===== config.mk =====
export PLATFORM = sky130hd
export DESIGN_NAME = rr_arbiter
export DESIGN_NICKNAME = d
export VERILOG_FILES = /design/src/rtl/arb_pkg.sv /design/src/rtl/rr_pick.sv /design/src/rtl/rr_arbiter.sv
export SDC_FILE = /design/constraint.sdc
export NUM_CORES = 1
export LEC_CHECK = 0
export CAP_MARGIN = 40
export CORE_MARGIN = 3
export CORE_UTILIZATION = 40
export DETAILED_ROUTE_END_ITERATION = 10
export PLACE_DENSITY = 0.71
export SYNTH_ARGS = -nofsm -noshare
export SYNTH_HDL_FRONTEND = slang
export SYNTH_HIERARCHICAL = 1
export SYNTH_SLANG_ARGS = --single-unit

===== constraint.sdc =====
create_clock -name clk -period 5.02 [get_ports clk]
set_input_delay 1.506 -clock clk [delete_from_list [all_inputs] [get_ports clk]]
set_output_delay 1.506 -clock clk [all_outputs]
set_load 0.005 [all_outputs]

===== src/rtl/arb_pkg.sv =====
// -----------------------------------------------------------------------------
// arb_pkg
// Shared types and default constants for the round-robin arbiter.
//   state_t      : arbiter FSM states (IDLE, GRANT, RELEASE)
//   N_DEF        : default number of requesters
//   MAX_HOLD_DEF : default maximum number of cycles one grant may be held
// -----------------------------------------------------------------------------
package arb_pkg;

    localparam int N_DEF        = 4;
    localparam int MAX_HOLD_DEF = 15;

    typedef enum logic [1:0] {
        IDLE    = 2'd0,
        GRANT   = 2'd1,
        RELEASE = 2'd2
    } state_t;

endpackage


===== src/rtl/rr_pick.sv =====
// -----------------------------------------------------------------------------
// rr_pick
// Combinational rotating-priority search. Returns the first set request bit
// found when scanning ptr, ptr+1, ... modulo N.
//   req    : in  N bits, request vector
//   ptr    : in  $clog2(N) bits, index holding highest priority
//   any    : out 1 bit, at least one request is set
//   winner : out $clog2(N) bits, index of the selected requester (0 if none)
// -----------------------------------------------------------------------------
module rr_pick
    import arb_pkg::*;
#(
    parameter  int N  = N_DEF,
    localparam int IW = $clog2(N)
) (
    input  logic [N-1:0]  req,
    input  logic [IW-1:0] ptr,
    output logic          any,
    output logic [IW-1:0] winner
);

    int idx;

    always_comb begin
        any    = |req;
        winner = '0;
        idx    = 0;
        // Scan from the farthest offset down to offset 0 so that the request
        // closest to ptr is the last assignment and therefore wins.
        for (int i = N - 1; i >= 0; i--) begin
            idx = int'(ptr) + i;
            if (idx >= N) begin
                idx = idx - N;
            end
            if (req[idx]) begin
                winner = IW'(idx);
            end
        end
    end

endmodule


===== src/rtl/rr_arbiter.sv =====
// -----------------------------------------------------------------------------
// rr_arbiter
// Round-robin arbiter with a bounded hold time. A granted requester keeps the
// resource until it signals done, drops its request, or has held it for
// MAX_HOLD cycles. Every grant is followed by one RELEASE cycle with no owner,
// after which priority starts just past the previous owner.
//   clk      : in  clock, rising edge
//   reset    : in  synchronous active-high reset
//   req      : in  N bits, level-sensitive requests
//   done     : in  owner releases the resource (ignored when no grant held)
//   grant    : out N bits, one-hot grant or zero
//   grant_id : out $clog2(N) bits, owner index, valid while busy
//   busy     : out grant held
//   timeout  : out one-cycle pulse when a grant is revoked at the hold limit
// -----------------------------------------------------------------------------
module rr_arbiter
    import arb_pkg::*;
#(
    parameter  int N        = N_DEF,
    parameter  int MAX_HOLD = MAX_HOLD_DEF,
    localparam int IW       = $clog2(N),
    localparam int CW       = $clog2(MAX_HOLD + 1)
) (
    input  logic          clk,
    input  logic          reset,
    input  logic [N-1:0]  req,
    input  logic          done,
    output logic [N-1:0]  grant,
    output logic [IW-1:0] grant_id,
    output logic          busy,
    output logic          timeout
);

    state_t        state, state_n;
    logic [IW-1:0] ptr, ptr_n;
    logic [CW-1:0] cnt, cnt_n;
    logic [N-1:0]  grant_n;
    logic [IW-1:0] grant_id_n;
    logic          busy_n;
    logic          timeout_n;

    logic          pick_any;
    logic [IW-1:0] pick_win;
    logic          hit_limit;
    logic          owner_req;

    function automatic logic [IW-1:0] next_ptr(input logic [IW-1:0] id);
        return (id == IW'(N - 1)) ? '0 : id + IW'(1);
    endfunction

    rr_pick #(
        .N (N)
    ) u_pick (
        .req    (req),
        .ptr    (ptr),
        .any    (pick_any),
        .winner (pick_win)
    );

    // grant_id doubles as the owner register while in GRANT.
    assign owner_req = req[grant_id];
    assign hit_limit = (cnt == CW'(MAX_HOLD - 1));

    always_comb begin
        state_n    = state;
        ptr_n      = ptr;
        cnt_n      = cnt;
        grant_n    = grant;
        grant_id_n = grant_id;
        busy_n     = busy;
        timeout_n  = 1'b0;

        case (state)
            IDLE, RELEASE: begin
                if (pick_any) begin
                    state_n    = GRANT;
                    grant_n    = {{(N-1){1'b0}}, 1'b1} << pick_win;
                    grant_id_n = pick_win;
                    busy_n     = 1'b1;
                    cnt_n      = '0;
                end else begin
                    state_n = IDLE;
                    grant_n = '0;
                    busy_n  = 1'b0;
                end
            end
            GRANT: begin
                if (done || !owner_req || hit_limit) begin
                    state_n   = RELEASE;
                    ptr_n     = next_ptr(grant_id);
                    grant_n   = '0;
                    busy_n    = 1'b0;
                    cnt_n     = '0;
                    // A voluntary release on the limit cycle is not a timeout.
                    timeout_n = hit_limit && !done && owner_req;
                end else begin
                    cnt_n = cnt + CW'(1);
                end
            end
            default: begin
                state_n = IDLE;
                grant_n = '0;
                busy_n  = 1'b0;
                cnt_n   = '0;
            end
        endcase
    end

    always_ff @(posedge clk) begin
        if (reset) begin
            state    <= IDLE;
            ptr      <= '0;
            cnt      <= '0;
            grant    <= '0;
            grant_id <= '0;
            busy     <= 1'b0;
            timeout  <= 1'b0;
        end else begin
            state    <= state_n;
            ptr      <= ptr_n;
            cnt      <= cnt_n;
            grant    <= grant_n;
            grant_id <= grant_id_n;
            busy     <= busy_n;
            timeout  <= timeout_n;
        end
    end

endmodule


# Yosys cells after proc, flatten, opt, wreduce, memory -nomap -nowiden
# Cells that the tools add are included.
[totals]
out_inout_bits = 8
ff_bits = 16
input_bits = 7
wordCells = 81
[classes]
eq_ne = 6
n_mux = 35
magnitude_cmp = 9
shifts = 1
n_reduce_logical = 12
n_addsub = 9
n_bitwise = 2
[op_table]
columns = ["operator", "n"]
rows = [
  ["$lt 32x4->1 const B", 4],
  ["$mux 32", 4],
  ["$ge 32x4->1 const B", 3],
  ["$sub 32x4->32 const B", 3],
  ["$mux 4", 4],
  ["$pmux 4 s2", 2],
  ["$mux 1", 12],
  ["$mux 2", 6],
  ["$bmux 1 s2", 5],
  ["$add 2x2->3 const B", 2],
  ["$add 4x1->4 const B", 1],
  ["$eq 2x2->1 const B", 2],
  ["$eq 4x4->1 const B", 1],
  ["$ne 2x2->1 const B", 2],
  ["$pmux 2 s2", 1],
  ["$reduce_and 2->1", 2],
  ["$reduce_or 4->1", 1],
  ["$shl 1x2->4 const A", 1],
  ["$sub 2x3->4 const B", 1],
  ["$add 2x1->3 const B", 1],
  ["$ge 2x3->1 const B", 1],
  ["$lt 2x3->1 const B", 1],
  ["$reduce_or 3->1", 1],
  ["$add 2x1->2 const B", 1],
  ["8 further kinds", 12],
]

# Depth between registers and ports, before layout
# Gate-level depths: netlist of the first run.
[depth]
word_depth = 13
ltp_mapped = 6
ltp_nobuf = 6

# Modules after synthesis
# The synthesis of the first run kept the hierarchy.
[modules_own_cells]
columns = ["module", "seq_area_each_um2", "area_each_um2", "n_inst", "cells_per_inst"]
rows = [
  ["rr_arbiter", 300.3, 646.9, 1, 66],
  ["rr_pick", 0.0, 77.6, 1, 13],
]

# Least setup slack after synthesis of the first run
# No wires, ideal clock.
[synth_timing]
path_kind = "input port to flip-flop"
start = "in req[3]"
end = "reg ptr[0]"
path_buffers = 0
required_ns = 4.906
arrival_time_ns = 2.557
cell_stages = 4
setup_slack_ns = 2.348
setup_time_ns = 0.114
cell_sequence = "mux4_2 -> a311oi_4 -> mux2i_1 -> nor2_1"
[synth_between]
elab_chain_cells = 6
[synth_rtl]
columns = ["element", "line", "text"]
rows = [
  ["from (decl)", "rr_arbiter.sv:26", "input logic [N-1:0] req,"],
  ["$bmux 1 s2", "rr_arbiter.sv:61", "assign owner_req = req[grant_id];"],
  ["$mux 1 (implied by the code)", "rr_arbiter.sv:61", ""],
  ["$logic_not 1->1", "rr_arbiter.sv:88", "if (done || !owner_req || hit_limit) begin"],
  ["$logic_or 1x1->1 (2 in a row)", "rr_arbiter.sv:88", ""],
  ["$reduce_and 2->1 (no source line)", "-", ""],
  ["to (signal assigned)", "rr_arbiter.sv:120", "ptr <= ptr_n;"],
  ["to (decl)", "rr_arbiter.sv:35", "logic [IW-1:0] ptr, ptr_n;"],
]
# No other way between the ends. The select of a mux whose other input is x is not followed.
# A chain may end at the register's enable or synchronous reset.

# Final worst setup path of the first run
[layout_timing]
start = "in req[3]"
end = "reg ptr[1]"
# Same word-level chain as after synthesis.

==> results of run 1 <==
-- per-stage QoR --
stage / power [W] / util [%] / instances / hold slack (ns)
6_report: 0.000246 / 57.1 / 121 / 0.452
5_1_grt: 0.000264 / 57.1 / 121 / 0.483
4_1_cts: 0.000250 / 57.1 / 121 / 0.461
3_3_place_gp: 0.000183 / 55.5 / 117 / 0.437
2_1_floorplan: 0.000162 / - / 79 / 0.449
3_5_place_dp: 0.000184 / 55.5 / 117 / 0.441
-- registers in the layout, indices dropped and copies added, names as in the netlist --
| signal | cells |
|---|---|
| busy | 1 |
| cnt | 4 |
| grant | 4 |
| grant_id | 2 |
| ptr | 2 |
| state | 1 |
| timeout | 1 |
-- synthesized netlist by cell type --
cell type  number
dfxtp_1        15
nor2b_1         3
a22o_1          1
nand3_1         4
inv_1           3
a21oi_1         1
xor2_1          1
o21ai_0         3
and2_1          1
o31ai_1         1
a211oi_1        1
a311oi_4        1
nor3b_1         2
a211oi_2        1
nand2b_1        3
nor2_1         11
nor3_1          1
o21ai_1         1
mux2i_1         5
nand3b_1        1
a21boi_0        1
and4_1          1
a32o_1          1
nand4_1         1
ha_1            3
nand2_1        11
mux4_2          1
-- logic make-up after synthesis --
logic type / count (synthesis) / synth area share [%]
buffers and inverters: 3 / 1.55
AND/OR/NAND/NOR: 39 / 26.1
flip-flops: 15 / 41.5
adder cells (fa/ha/maj): 3 / 5.18
AO/OA/AOI/OAI: 12 / 14.5
multiplexers: 6 / 10.0
XOR/XNOR: 1 / 1.21
-- cell type report --
type	count	area, um2
Timing Repair Buffer	14	140
Multi-Input combinational cell	61	413
Clock buffer	4	26.3
Tap cell	24	30.0
Fill cell	163	691
Sequential cell	15	300
Inverter	3	11.3
-- worst max path at each step --
stage | startpoint | endpoint | slack, ns | depth (start not counted)
finish | req[3] | ptr[1] | 2.03 | 5
CTS | req[3] | ptr[1] | 2.04 | 5
detailed placement | req[3] | ptr[1] | 1.73 | 5
floorplan | req[3] | ptr[0] | 2.35 | 4
global placement | req[3] | ptr[1] | 1.80 | 5
global route | req[3] | ptr[1] | 1.96 | 5
-- critical path, cell delays in order --
cell             delay [ns]
clkdlybuf4s50_1        0.47
mux4_2                 0.55
a311oi_4               0.34
mux2i_1                0.23
nor2_1                 0.05
-- layer usage --
layer  up-vias  track usage (%)  part of all wire, %
li1        314                -                    -
met1       270             17.1                   51
met2        19             20.4                   44
met3         2             4.60                  4.2
met4         0             2.84                 0.81
met5         -                0                    0
-- power by group --
group	switching [W]	total (W)	internal [W]
logic	0.0000212	0.0000475	0.0000263
registers	0.00000710	0.000133	0.000126
clock network	0.0000346	0.0000653	0.0000308
total	0.0000629	0.000246	0.000183
==> run metrics, run 1 <==
Reg2Reg Launch Point=grant_id[0]; largest net degree at the start of global routing=9; drt initial violations=10; cell type with the highest aggregate area in the netlist=dfxtp_1; final worst slack=2.03 ns; Remaining DRCs=0; proportion of layout cells with a drive suffix above 1=slightly above 6%; clock tree from TritonCTS=done; final critical-path required period=~3 ns; relative max-transition margin=a little under two thirds; Yosys warning count=6; placed standard-cell area=a little under 900 um2; remaining global-route overflow=0; Die ar.=between 2000 and 2500 um2; static leakage power=~0.34 nW; clock net sink count=15; Net count, final=between 100 and 150; CTS resizes=0; post-synthesis register bit count=15; Core Rows=14; critical-path maximum fanout=5; clock-pin slew on the worst setup and hold paths=roughly 0.08 ns; commonest non-fill, non-tap cell in the layout=dfxtp_1; count of hold buffers inserted by post-cts repair=0; number of levels the H-tree was split into=1; via density per instance=approximately 5.0; first-pass GRT wire length=2460 um; vertical die dimension=between 40 and 50 um; outcome=completed; Worst EP arrival=approximately 3.2 ns; post-CTS setup buffers=0; highest-count cells in the layout ignoring fill and taps=dfxtp_1, clkdlybuf4s50_1, nand2_1, nor2_1, mux2i_1; final max-slew violation count=0; initial antenna violation count=0; WL per Instance=roughly 11 um; vias in the first global route=562; Die X=48.6 um; summed area of non-filler cells in the final layout=slightly above 900 um2; area of the core=around 1600 um2; capture endpoint of the worst hold path=grant[1]; placed wire-length estimate after detailed placement=about 1100 um; capturing element type of the critical path=flip-flop; combined global-route utilization of all metal layers=between 10% and 20%; IO Pins=15; starting utilization of the core area=45.0%; netlist area before placement=slightly above 700 um2; cell at the root of the clock tree=clkbuf_4; WP data required=a little over 5 ns; Unique masters post-synth=27; Clk Latency, worst-skew pair=0.27 ns; count of cells along the worst hold path=2; Max Root-Sink Buffers=2; max-cap viol count=0; crit path launch type=input port; final setup fails=0; setup TNS=0 ns; HP Start=grant[1]; Post-Place Setup Slack=roughly 1.7 ns; number of routed nets with antenna violations=0; Tcrit/Tclk final=roughly 59%; Hold Vio Cnt, Final=0; power per standard cell area=~270 nW/um2; RSZ-0062 raised after global routing=no; top-area cell type share of the netlist area=between 40% and 50%; mean cell area of the mapped netlist=just over 9 um2; synth-to-layout area growth=27.1%; cells taking the most area after synthesis=dfxtp_1, mux2i_1, nand2_1, nor2_1, ha_1; routed wire length=1360 um; number of buffers added by the clock tree synthesis step=3; Worst R2R Path Depth=4; transition time at the pin with the least slew margin=between 0.5 and 0.6 ns; FMAX=between 300 and 400 MHz; Min-Delay Path Class=flip-flop to flip-flop; largest voltage drop on the vdd net=0.215 mV; number of standard cells after synthesis=79; terminus of the critical flop-to-flop path=ptr[1]; proportion of synthesized chip area in sequential cells=roughly 41%; number of vias after detailed routing=slightly above 600; Clock Skew=~0.0022 ns; total inserted antenna cells=0; final estimated routing congestion in global placement=around 0.78; # port buffers=14; Pre-Repair DR Iteration Count=6; total nets after synthesis=roughly 90; category of the critical setup timing path=input port to flip-flop; minimum setup slack among reg-to-reg paths=3.30 ns
Note: power is estimated with default switching activity, not from simulation.
==> inputs of run 2 (changes only) <==
- PLACE_DENSITY: 0.71 -> 0.73
- clock period: 5.02 -> 2.4 ns (I/O delays scaled with it)
==> run metrics, run 2 (same netlist as run 1, synthesis figures left out) <==
outcome=completed; power per standard cell area=between 500 and 600 nW/um2; Tcrit/Tclk final=roughly nine tenths; post-CTS setup buffers=0; clock net sink count=15; critical path's top delay family=multiplexers; placed standard-cell area=between 900 and 1000 um2; Core Rows=14; starting utilization of the core area=between 40 and 50%; # port buffers=14; CTS resizes=0; Remaining DRCs=0; final critical-path required period=roughly 2.1 ns; commonest non-fill, non-tap cell in the layout=dfxtp_1; final max-slew violation count=0; final estimated routing congestion in global placement=between 0.7 and 0.8; initial antenna violation count=0; Clk Latency, worst-skew pair=0.27 ns; static leakage power=~0.38 nW; crit path launch type=input port; area of the core=roughly 1600 um2; drt initial violations=11; vertical die dimension=about 49 um; placed wire-length estimate after detailed placement=roughly 1100 um; highest-count cells in the layout ignoring fill and taps=dfxtp_1, clkdlybuf4s50_1, nand2_1, nor2_1, buf_4; RSZ-0062 raised after global routing=no; number of buffers added by the clock tree synthesis step=3; Clock Skew=approximately 0.0027 ns; Die X=between 40 and 50 um; number of standard cells in the layout, taps in and fillers out=128; cells along the critical path=clkdlybuf4s50_1 -> mux4_2 -> a311oi_4 -> mux2i_1 -> nor2_1; final setup fails=0; synth-to-layout area growth=34.5%; largest net degree at the start of global routing=10; relative max-transition margin=between 70 and 80%; FMAX=between 400 and 500 MHz; WL per Instance=between 10 and 15 um; routed wire length=approximately 1400 um; max-cap viol count=0; vias in the first global route=601; minimum setup slack among reg-to-reg paths=0.71 ns; Net count, final=~120; summed area of non-filler cells in the final layout=slightly below 1000 um2; largest voltage drop on the vdd net=just over 0.3 mV; largest registers in the final layout=cnt x4, grant x4; proportion of layout cells with a drive suffix above 1=13.5%; largest stage delay on the critical path=around 0.53 ns; worst path bufs/invs=1; critical-path maximum fanout=3; number of vias after detailed routing=624; cell at the root of the clock tree=clkbuf_4; combined global-route utilization of all metal layers=~14%; category of the critical setup timing path=input port to flip-flop; Min-Delay Path Class=flip-flop to flip-flop; remaining global-route overflow=0; number of levels the H-tree was split into=1; Hold Vio Cnt, Final=0; clock tree from TritonCTS=done; capturing element type of the critical path=flip-flop; Die ar.=between 2000 and 2500 um2; total inserted antenna cells=0; clock-pin slew on the worst setup and hold paths=0.09 ns; library cell contributing the largest single delay on the critical path=mux4_2; WP data required=between 2 and 3 ns; Cells after DPL=about 120; transition time at the pin with the least slew margin=between 0.4 and 0.5 ns; Max Root-Sink Buffers=2; first-pass GRT wire length=roughly 2700 um; Worst EP arrival=2.30 ns; number of routed nets with antenna violations=0; via density per instance=around 4.9; IO Pins=15; Pre-Repair DR Iteration Count=4; count of hold buffers inserted by post-cts repair=0
[run 2: final timing paths]
check	end	startpoint	cells past startpoint
worst max-delay path	ptr[0]	req[0]	5
worst min-delay path	grant[0]	grant[0]	2
worst max register to register	ptr[0]	grant_id[0]	4
worst min register to register	grant[0]	grant[0]	2
[run 2: worst reg2reg max path, stage by stage, from the launching register on]
cell      delay (ns)
dfxtp_1         0.43
mux4_2          0.58
a311oi_4        0.33
mux2i_1         0.22
nor2_1          0.05
[run 2: per-layer routing]
layer | vias to the layer above | global-route usage (%) | share of wire (%)
li1 | 334 | - | -
met1 | 273 | 18.6 | 49
met2 | 15 | 22.0 | 45
met3 | 2 | 3.99 | 4.5
met4 | 0 | 4.27 | 0.92
met5 | - | 0 | 0
[run 2: power by group]
part | switching (W) | internal [W]
Clock | 0.0000805 | 0.0000617
Combinational | 0.0000465 | 0.0000654
Sequential | 0.0000151 | 0.000263
[run 2: cell type report]
cell class                 instances  area, um2
fill                             168        637
multi-input combinational         61        413
sequential                        15        300
timing repair buffer              21        193
tap                               24       30.0
clock buffer                       3       22.5
inverter                           3       11.3
clock inverter                     1       5.00
[run 2: stage by stage]
stage          worst slack, ns  setup TNS, ns  utilization (%)  total power (W)  hold WS (ns)
2_1_floorplan            0.514              0                -         0.000339         0.449
3_3_place_gp            0.0145              0             58.8         0.000395         0.435
3_5_place_dp           -0.0112        -0.0205             58.8         0.000397         0.443
4_1_cts                  0.280              0             60.5         0.000538         0.463
5_1_grt                  0.222              0             60.5         0.000569         0.487
6_report                 0.281              0             60.5         0.000532         0.459
==> inputs of run 3 (changes only) <==
- CORE_MARGIN: 3 -> 2
- GPL_ROUTABILITY_DRIVEN: not set -> 1
- PLACE_DENSITY: 0.73 -> 0.67
==> run metrics, run 3 (same netlist as run 1, synthesis figures left out) <==
Max Root-Sink Buffers=2; combined global-route utilization of all metal layers=16.9%; placed wire-length estimate after detailed placement=1180 um; # port buffers=14; count of hold buffers inserted by post-cts repair=0; proportion of layout cells with a drive suffix above 1=12.5%; Die ar.=2170 um2; remaining global-route overflow=0; clock tree from TritonCTS=done; category of the critical setup timing path=input port to flip-flop; area of the core=around 1700 um2; max-cap viol count=0; RSZ-0062 raised after global routing=no; Core Rows=15; transition time at the pin with the least slew margin=approximately 0.5 ns; commonest non-fill, non-tap cell in the layout=dfxtp_1; static leakage power=~0.38 nW; largest net degree at the start of global routing=9; final core utilization=57.1%; largest voltage drop on the vdd net=around 0.28 mV; post-CTS setup buffers=0; Hold Vio Cnt, Final=0; outcome=completed; Tcrit/Tclk final=about 87%; via density per instance=between 4 and 5; relative max-transition margin=about two thirds; final max-slew violation count=0; final setup fails=0; switching share of total power=25.8%; cells along the critical path=clkdlybuf4s50_1 -> mux4_2 -> a311oi_4 -> mux2i_1 -> nor2_1; clock net sink count=15; vertical die dimension=between 40 and 50 um; Die X=between 40 and 50 um; highest-count cells in the layout ignoring fill and taps=dfxtp_1, clkdlybuf4s50_1, nand2_1, nor2_1, buf_4; cell at the root of the clock tree=clkbuf_4; Remaining DRCs=0; power per standard cell area=between 500 and 600 nW/um2; Sequential Power Share=between 50% and 60%; total inserted antenna cells=0; portion of total power attributed to the clock network=26.3%; routed wire length=approximately 1400 um; final estimated routing congestion in global placement=between 0.7 and 0.8; internal power consumption=just under 0.0004 W; library cell contributing the largest single delay on the critical path=mux4_2; number of buffers added by the clock tree synthesis step=3; synth-to-layout area growth=34.5%; WL per Instance=between 10 and 15 um; final critical-path required period=roughly 2.1 ns; crit path launch type=input port; initial antenna violation count=0; largest stage delay on the critical path=approximately 0.52 ns; Min-Delay Path Class=flip-flop to flip-flop; number of routed nets with antenna violations=0; WP data required=between 2 and 3 ns; number of levels the H-tree was split into=1; Pre-Repair DR Iteration Count=4; drt initial violations=13; vias in the first global route=just over 600; CTS resizes=0; Net count, final=about 120; first-pass GRT wire length=2590 um; Clk Latency, worst-skew pair=0.27 ns; critical-path maximum fanout=3; worst-case hold slack=~0.46 ns; reported net switching power=roughly 0.00014 W; largest registers in the final layout=cnt x4, grant x4; Clock Skew=0.00415 ns; Comb pwr share=21.0%; number of vias after detailed routing=roughly 640; clock-pin slew on the worst setup and hold paths=0.09 ns; setup TNS=0 ns; FMAX=~480 MHz; capturing element type of the critical path=flip-flop; Worst EP arrival=about 2.3 ns; IO Pins=15; starting utilization of the core area=about 42%
run 3: cell type report:
class | instances | area [um2]
inverter | 3 | 11.3
fill | 169 | 733
clock buffer | 4 | 26.3
sequential | 15 | 300
tap | 25 | 31.3
multi-input combinational | 61 | 413
timing repair buffer | 21 | 193
run 3: worst max-delay path, delay by kind of cell:
kind	cells	cell delay (ns)
AO/OA/AOI/OAI	1	0.33
buffers and inverters	1	0.42
AND/OR/NAND/NOR	1	0.05
multiplexers	2	0.75
run 3: per-stage QoR:
stage | setup WS (ns) | area (um2) | power (W) | std cells
after floorplan | 0.514 | 724 | 0.000339 | 79
after global placement | 0.0435 | 948 | 0.000393 | 125
after detailed placement | 0.0247 | 948 | 0.000396 | 125
after CTS | 0.311 | 975 | 0.000538 | 129
after global routing | 0.247 | 975 | 0.000564 | 129
final | 0.302 | 975 | 0.000528 | 129
run 3: power groups by stage:
| stage | Combinational [W] | Clock (W) | Sequential, W |
|---|---|---|---|
| 2_1_floorplan | 0.0000573 | 0 | 0.000282 |
| 3_3_place_gp | 0.000109 | 0 | 0.000284 |
| 3_5_place_dp | 0.000111 | 0 | 0.000285 |
| 4_1_cts | 0.000112 | 0.000147 | 0.000279 |
| 5_1_grt | 0.000124 | 0.000158 | 0.000281 |
| 6_report | 0.000111 | 0.000139 | 0.000279 |
run 3: routing by layer:
layer  vias to the layer above  routed length [um]  GRT usage [%]
met5                         -                   0              0
li1                        333                   -              -
met3                         4                  49           6.67
met2                        14                 648           27.8
met4                         0                  19           4.57
met1                       293                 698           20.3
run 3: path summary, 6_finish.rpt:
kind,from,to,slack (ns),cells past startpoint
worst max-delay path,req[2],ptr[0],0.30,5
worst min-delay path,grant[1],grant[1],0.46,2
worst max register to register,grant_id[0],ptr[0],0.68,4
worst min register to register,grant[1],grant[1],0.46,2
